## src/rtl/ulpi_pkg.sv

```systemverilog
// Shared ULPI definitions: register-command prefixes, PHY register addresses
// and the register-access controller state encoding.
package ulpi_pkg;

  localparam logic [1:0] CMD_REGW = 2'b10;
  localparam logic [1:0] CMD_REGR = 2'b11;

  localparam logic [5:0] REG_VID_LO = 6'h00;
  localparam logic [5:0] REG_FCTRL  = 6'h04;
  localparam logic [5:0] REG_OTG    = 6'h0A;

  typedef enum logic [2:0] {
    ST_INIT_RD = 3'd0,
    ST_INIT_W1 = 3'd1,
    ST_INIT_W2 = 3'd2,
    ST_IDLE    = 3'd3,
    ST_ISSUE   = 3'd4,
    ST_WAIT    = 3'd5,
    ST_DONE    = 3'd6
  } ctrl_state_e;

  function automatic logic [7:0] ulpi_cmd(input logic wr, input logic [5:0] addr);
    return {(wr ? CMD_REGW : CMD_REGR), addr};
  endfunction

endpackage

```

## src/rtl/ulpi_rr_arb2.sv

```systemverilog
// Two-request round-robin arbiter. Index 0 = software, index 1 = link.
// The port named by served_i is remembered when advance_i pulses.
module ulpi_rr_arb2 (
  input  logic       clk,
  input  logic       rst_n,
  input  logic [1:0] req_i,
  input  logic       advance_i,
  input  logic       served_i,
  output logic [1:0] gnt_o
);

  // 1 = link was served last, so software wins the first tie
  logic last_q;

  always_ff @(posedge clk or negedge rst_n) begin
    if (!rst_n) begin
      last_q <= 1'b1;
    end else if (advance_i) begin
      last_q <= served_i;
    end
  end

  assign gnt_o[0] = req_i[0] & (~req_i[1] | last_q);
  assign gnt_o[1] = req_i[1] & (~req_i[0] | ~last_q);

endmodule

```

## src/rtl/ulpi_phy_ctrl.sv

```systemverilog
// ULPI PHY register-access controller: optional init sequence (ULPI_PHY_CTRL_INIT_EN),
// then round-robin register reads/writes for the software and link requesters.
module ulpi_phy_ctrl
  import ulpi_pkg::*;
#(
  parameter int unsigned TIMEOUT = 1023
`ifdef ULPI_PHY_CTRL_INIT_EN
  ,
  parameter logic [7:0] FCTRL_INIT = 8'h40,
  parameter logic [7:0] OTG_INIT   = 8'h00
`endif
) (
  input  logic       clk,
  input  logic       rst_n,
  input  logic       sw_req,
  input  logic       sw_wr,
  input  logic [5:0] sw_addr,
  input  logic [7:0] sw_wdata,
  output logic       sw_ack,
  output logic [7:0] sw_rdata,
  output logic       sw_err,
  input  logic       lk_req,
  input  logic       lk_wr,
  input  logic [5:0] lk_addr,
  input  logic [7:0] lk_wdata,
  output logic       lk_ack,
  output logic [7:0] lk_rdata,
  output logic       lk_err,
  output logic       sie_en,
  output logic [7:0] sie_cmd,
  output logic [7:0] sie_regwd,
  input  logic [7:0] sie_regrd,
  input  logic       sie_busy,
  output logic       ready,
  output logic [7:0] vid_lo,
  output logic       init_err
);

  localparam int unsigned   CW       = $clog2(TIMEOUT + 1);
  localparam logic [CW-1:0] CNT_LAST = CW'(TIMEOUT - 1);
`ifdef ULPI_PHY_CTRL_INIT_EN
  localparam ctrl_state_e   ST_RESET = ST_INIT_RD;
`else
  localparam ctrl_state_e   ST_RESET = ST_IDLE;
`endif

  ctrl_state_e   state_q, state_d;
  logic [CW-1:0] cnt_q, cnt_d;
  logic          wr_q, wr_d;
  logic          owner_q, owner_d;
  logic          sie_en_q, sie_en_d;
  logic [7:0]    sie_cmd_q, sie_cmd_d;
  logic [7:0]    sie_regwd_q, sie_regwd_d;
  logic          sw_ack_q, sw_ack_d, sw_err_q, sw_err_d;
  logic [7:0]    sw_rdata_q, sw_rdata_d;
  logic          lk_ack_q, lk_ack_d, lk_err_q, lk_err_d;
  logic [7:0]    lk_rdata_q, lk_rdata_d;
  logic          ready_q, ready_d;
`ifdef ULPI_PHY_CTRL_INIT_EN
  logic [7:0]    vid_lo_q, vid_lo_d;
  logic          init_err_q, init_err_d;
  logic          init_acc_q, init_acc_d;
  ctrl_state_e   ret_q, ret_d;
`endif

  logic [1:0] gnt;
  logic       advance;
  logic       start, start_wr;
  logic [5:0] start_addr;
  logic [7:0] start_wdata;
  logic       fin, fin_ok;

  ulpi_rr_arb2 u_arb (
    .clk       (clk),
    .rst_n     (rst_n),
    .req_i     ({lk_req, sw_req}),
    .advance_i (advance),
    .served_i  (owner_q),
    .gnt_o     (gnt)
  );

  always_comb begin
    state_d     = state_q;
    cnt_d       = cnt_q + CW'(1);
    wr_d        = wr_q;
    owner_d     = owner_q;
    sie_en_d    = sie_en_q;
    sie_cmd_d   = sie_cmd_q;
    sie_regwd_d = sie_regwd_q;
    sw_ack_d    = 1'b0;
    sw_err_d    = 1'b0;
    sw_rdata_d  = sw_rdata_q;
    lk_ack_d    = 1'b0;
    lk_err_d    = 1'b0;
    lk_rdata_d  = lk_rdata_q;
    start       = 1'b0;
    start_wr    = 1'b0;
    start_addr  = 6'h00;
    start_wdata = 8'h00;
    fin         = 1'b0;
    fin_ok      = 1'b0;
    advance     = 1'b0;
`ifdef ULPI_PHY_CTRL_INIT_EN
    vid_lo_d    = vid_lo_q;
    init_err_d  = init_err_q;
    init_acc_d  = init_acc_q;
    ret_d       = ret_q;
`endif

    case (state_q)
`ifdef ULPI_PHY_CTRL_INIT_EN
      ST_INIT_RD: begin
        start      = 1'b1;
        start_addr = REG_VID_LO;
        init_acc_d = 1'b1;
        ret_d      = ST_INIT_W1;
      end
      ST_INIT_W1: begin
        start       = 1'b1;
        start_wr    = 1'b1;
        start_addr  = REG_OTG;
        start_wdata = OTG_INIT;
        init_acc_d  = 1'b1;
        ret_d       = ST_INIT_W2;
      end
      ST_INIT_W2: begin
        start       = 1'b1;
        start_wr    = 1'b1;
        start_addr  = REG_FCTRL;
        start_wdata = FCTRL_INIT;
        init_acc_d  = 1'b1;
        ret_d       = ST_IDLE;
      end
`endif
      ST_IDLE: begin
        if (ready_q && (gnt != 2'b00)) begin
          start       = 1'b1;
          owner_d     = gnt[1];
          start_wr    = gnt[1] ? lk_wr    : sw_wr;
          start_addr  = gnt[1] ? lk_addr  : sw_addr;
          start_wdata = gnt[1] ? lk_wdata : sw_wdata;
`ifdef ULPI_PHY_CTRL_INIT_EN
          init_acc_d  = 1'b0;
          ret_d       = ST_DONE;
`endif
        end
      end
      ST_ISSUE: begin
        if (sie_busy) begin
          sie_en_d = 1'b0;
          cnt_d    = '0;
          state_d  = ST_WAIT;
        end else if (cnt_q == CNT_LAST) begin
          sie_en_d = 1'b0;
          fin      = 1'b1;
        end
      end
      ST_WAIT: begin
        // cmd/regwd are left untouched here: the SIE re-samples cmd after busy rises
        if (!sie_busy) begin
          fin    = 1'b1;
          fin_ok = 1'b1;
        end else if (cnt_q == CNT_LAST) begin
          fin = 1'b1;
        end
      end
      ST_DONE: begin
        advance = 1'b1;
        state_d = ST_IDLE;
      end
      default: state_d = ST_IDLE;
    endcase

    if (start) begin
      wr_d        = start_wr;
      sie_en_d    = 1'b1;
      sie_cmd_d   = ulpi_cmd(start_wr, start_addr);
      sie_regwd_d = start_wdata;
      cnt_d       = '0;
      state_d     = ST_ISSUE;
    end

    if (fin) begin
`ifdef ULPI_PHY_CTRL_INIT_EN
      if (init_acc_q) begin
        // init steps advance even after a timeout; the failure is only recorded
        state_d = ret_q;
        if (!fin_ok) begin
          init_err_d = 1'b1;
        end else if (!wr_q) begin
          vid_lo_d = sie_regrd;
        end
      end else
`endif
      begin
        state_d = ST_DONE;
        if (owner_q) begin
          lk_ack_d   = 1'b1;
          lk_err_d   = !fin_ok;
          lk_rdata_d = (fin_ok && !wr_q) ? sie_regrd : 8'h00;
        end else begin
          sw_ack_d   = 1'b1;
          sw_err_d   = !fin_ok;
          sw_rdata_d = (fin_ok && !wr_q) ? sie_regrd : 8'h00;
        end
      end
    end

    ready_d = ready_q | (state_d == ST_IDLE);
  end

  always_ff @(posedge clk or negedge rst_n) begin
    if (!rst_n) begin
      state_q     <= ST_RESET;
      cnt_q       <= '0;
      wr_q        <= 1'b0;
      owner_q     <= 1'b0;
      sie_en_q    <= 1'b0;
      sie_cmd_q   <= 8'h00;
      sie_regwd_q <= 8'h00;
      sw_ack_q    <= 1'b0;
      sw_err_q    <= 1'b0;
      sw_rdata_q  <= 8'h00;
      lk_ack_q    <= 1'b0;
      lk_err_q    <= 1'b0;
      lk_rdata_q  <= 8'h00;
      ready_q     <= 1'b0;
`ifdef ULPI_PHY_CTRL_INIT_EN
      vid_lo_q    <= 8'h00;
      init_err_q  <= 1'b0;
      init_acc_q  <= 1'b0;
      ret_q       <= ST_DONE;
`endif
    end else begin
      state_q     <= state_d;
      cnt_q       <= cnt_d;
      wr_q        <= wr_d;
      owner_q     <= owner_d;
      sie_en_q    <= sie_en_d;
      sie_cmd_q   <= sie_cmd_d;
      sie_regwd_q <= sie_regwd_d;
      sw_ack_q    <= sw_ack_d;
      sw_err_q    <= sw_err_d;
      sw_rdata_q  <= sw_rdata_d;
      lk_ack_q    <= lk_ack_d;
      lk_err_q    <= lk_err_d;
      lk_rdata_q  <= lk_rdata_d;
      ready_q     <= ready_d;
`ifdef ULPI_PHY_CTRL_INIT_EN
      vid_lo_q    <= vid_lo_d;
      init_err_q  <= init_err_d;
      init_acc_q  <= init_acc_d;
      ret_q       <= ret_d;
`endif
    end
  end

  assign sie_en    = sie_en_q;
  assign sie_cmd   = sie_cmd_q;
  assign sie_regwd = sie_regwd_q;
  assign sw_ack    = sw_ack_q;
  assign sw_err    = sw_err_q;
  assign sw_rdata  = sw_rdata_q;
  assign lk_ack    = lk_ack_q;
  assign lk_err    = lk_err_q;
  assign lk_rdata  = lk_rdata_q;
  assign ready     = ready_q;
`ifdef ULPI_PHY_CTRL_INIT_EN
  assign vid_lo    = vid_lo_q;
  assign init_err  = init_err_q;
`else
  assign vid_lo    = 8'h00;
  assign init_err  = 1'b0;
`endif

endmodule

```

## config.mk

```make
export PLATFORM = sky130hd
export DESIGN_NAME = ulpi_phy_ctrl
export DESIGN_NICKNAME = d
export VERILOG_FILES = /design/src/rtl/ulpi_pkg.sv /design/src/rtl/ulpi_rr_arb2.sv /design/src/rtl/ulpi_phy_ctrl.sv
export SDC_FILE = /design/constraint.sdc
export NUM_CORES = 1
export LEC_CHECK = 0
export BUFFER_PORTS_ARGS = -buffer_cell sky130_fd_sc_hd__clkbuf_2
export CAP_MARGIN = 20
export CORE_ASPECT_RATIO = 1.75
export CORE_MARGIN = 3
export CORE_UTILIZATION = 30
export CTS_CLUSTER_SIZE = 14
export DETAILED_ROUTE_END_ITERATION = 7
export SLEW_MARGIN = 20
export SYNTH_ARGS = -nofsm -noshare
export SYNTH_HDL_FRONTEND = slang
export SYNTH_SLANG_ARGS = --single-unit
```

## constraint.sdc

```tcl
create_clock -name clk -period 2.1 [get_ports clk]
set_clock_uncertainty 0.05 [all_clocks]
set_input_delay 0.315 -clock clk [delete_from_list [all_inputs] [get_ports clk]]
set_output_delay 0.315 -clock clk [all_outputs]
set_load 0.005 [all_outputs]
```

==> results.ini <==
[outcome]
status = complete, no violations

[synth]
yosysMostFrequentCell = dfrtp_1
netlist_top_cells_count = dfrtp_1, mux2_2, a32o_1
synth_warnings = 0
synth.area.top_cells = dfrtp_1, mux2_2, a32o_1
yosysSeqAreaShare_pct = 52.1
yosys.area.top_type_share_pct = 49.0
synth_area_leader_cell = dfrtp_1
ys.flop_type = dfrtp_1
synth_edf_count = 0
syn_area_sq_um = 2600
synth_cell_types = 49
syn-instance-count = 205
synth.avg_cell_area_sq_um = 12.7
synth_seq_cells = 54
async_reset_ff_share_pct = 100

[setup_path]
worst_ep_required_time_ns = 2.23
slowest_delay_ns = 0.64
path_cells = nand4b_2, nor2_4, mux2_2
crit_path_end_kind = flop
startpoint_type = flop
cp_slowest_cell = dfstp_2
critPathArrivalTime_ns = 1.99
critPathMaxFanout = 16
path_class = reg -> reg
path_buf_inv = 0
cp_top_family = simple AND/OR/NAND/NOR gates

[route]
wl_um = 5710
drt-wirelength-per-cell_um = 14.0
drc = 0
ant_nets = 0
drt-pass1-iter-count = 4
first_iter_violations = 76
via_per_inst = 4.74
vias = 1929

[timing]
fin_crit_sh_pct = 88.3
setup_viol = 0
rsz0062_at_grt = no
slew_viol_final = 0
fmax_mhz = 539
min_period_ns = 1.86
setup_tns_ns = 0
finalHoldViolCount = 0

[cells_and_area]
syn_to_final_growth_pct = 27.8
utilization_pct = 39.7
layout-drive-gt1-share_pct = 48.3
n_antenna_cell = 0
fin_nets = 336

[pwr]
p_leak_nw = 1.53
ir_drop_v = 0.000479
powerDensity_nw_per_um2 = 1190

[floorplanning]
die_area_sq_um = 9870
core_sq_um = 8370
die_x_um = 76.4
die_h_um = 129
rows = 44
initial_utilization_pct = 31.1
io_pins = 90

[global_route]
grt_pass1_vias = 2021
grt_overflow = 0
antenna_found_initial = 0
grt_pass1_wl_um = 9940
grt.total_usage_pct = 12.5
grt_max_degree = 55

[clock_network]
post-cts-setup-buffers = 0
htreeDepth = 2
cts_resized = 0
clock_path_buffers = 2
cts_made_buffers = 5
clk_latency_ns = 0.29
numClockSinks = 54
cts_root_buffer = clkbuf_16
path_clk_slew_ns = 0.07
cts_tree = done

[job]
max_cap_violations = 0

[placement]
gp_congestion = 0.749
io_buffers = 80
dp_hpwl_um = 4410

[worst_hold_path]
hold_class = in -> reg

-- stage by stage --
stage | hold WS (ns) | power, mW | instances | instance area, sq um | setup WS (ns)
6_report | 0.202 | 3.97 | 407 | 3330 | 0.245
5_1_grt | 0.204 | 4.24 | 407 | 3330 | 0.0918
4_1_cts | 0.198 | 4.04 | 407 | 3330 | 0.219
3_5_place_dp | 0.291 | 2.93 | 398 | 3120 | 0.230
3_3_place_gp | 0.293 | 2.91 | 398 | 3120 | 0.282
2_1_floorplan | -0.0306 | 2.43 | 213 | 2630 | 0.457
-- routing by layer --
| layer | track usage [%] | up-vias | wire (um) |
|---|---|---|---|
| li1 | - | 921 | - |
| met1 | 13.0 | 941 | 2110 |
| met2 | 24.0 | 60 | 3160 |
| met3 | 3.34 | 7 | 337 |
| met4 | 4.48 | 0 | 101 |
| met5 | 0 | - | 0 |
-- timing repair --
action,CTS,global route
setup endpoints to repair,0,0
hold endpoints to repair,51,0
hold buffers,1,0
-- area by class of cell --
class / instances / area, sq um
multi-input cells: 138 / 1150
clock inverters: 2 / 60.1
flip-flops and latches: 54 / 1360
inverters: 7 / 26.3
clock buffers: 6 / 139
fillers: 838 / 5040
repair buffers: 85 / 453
well taps: 115 / 144
-- cells by family after synthesis --
family,Yosys count,share of synthesized area [%]
xor+xnor,3,1.01
compound gates,41,13.8
buf+inv,21,4.95
fa+ha+maj,2,0.961
other cells,1,0.144
flops,54,52.1
mux,30,13.0
simple gates,53,14.1
-- state kept, by name, indices dropped and copies added (netlist names), 3 cells and up --
signal,flops
cnt_q,10
lk_rdata,8
sie_cmd,8
sie_regwd,8
state_q,3
sw_rdata,8
-- cells in the final DEF, fill, tap and decap left out, types with 2 or more instances in the layout --
cell and instances:
o22ai_1 2, a21oi_1 5, mux2_2 30, and3b_1 2, o31ai_1 3, nand2b_1 2, xor2_1 2, nand2_1 9
o21ai_0 6, nor2_4 2, buf_4 3, and3_1 2, clkbuf_2 80, conb_1 9, or2_2 2, a32o_1 16
bufinv_16 2, dfstp_2 3, nor2_1 9, nand3_1 7, ha_1 2, inv_1 7, clkbuf_16 5, dfrtp_1 51
or4_1 3, nand3b_1 2
-- worst reg2reg max path, stage by stage, from the launching register on --
cell and delay, ns:
dfstp_2 0.64, nand4b_2 0.22, nor2_4 0.44, mux2_2 0.39
-- path summary, 6_finish.rpt --
path	from	endpoint	slack, ns	depth (start not counted)
setup / recovery	state_q[0]	sie_regwd[6]	0.24	3
hold / removal	sie_regrd[4]	lk_rdata[4]	0.20	2
setup reg to reg	state_q[0]	sie_regwd[6]	0.24	3
hold reg to reg	sie_cmd[7]	sie_cmd[7]	0.42	1
max in group asynchronous	rst_n	state_q[0]	1.20	3
min in group asynchronous	rst_n	lk_rdata[4]	0.51	3
-- power breakdown --
group          leakage [nW]  switching, mW  internal, mW
Clock                0.0971          0.367         0.715
Combinational         0.761          0.550         0.664
Sequential            0.676          0.267          1.41
(Power assumes the default switching activity.)
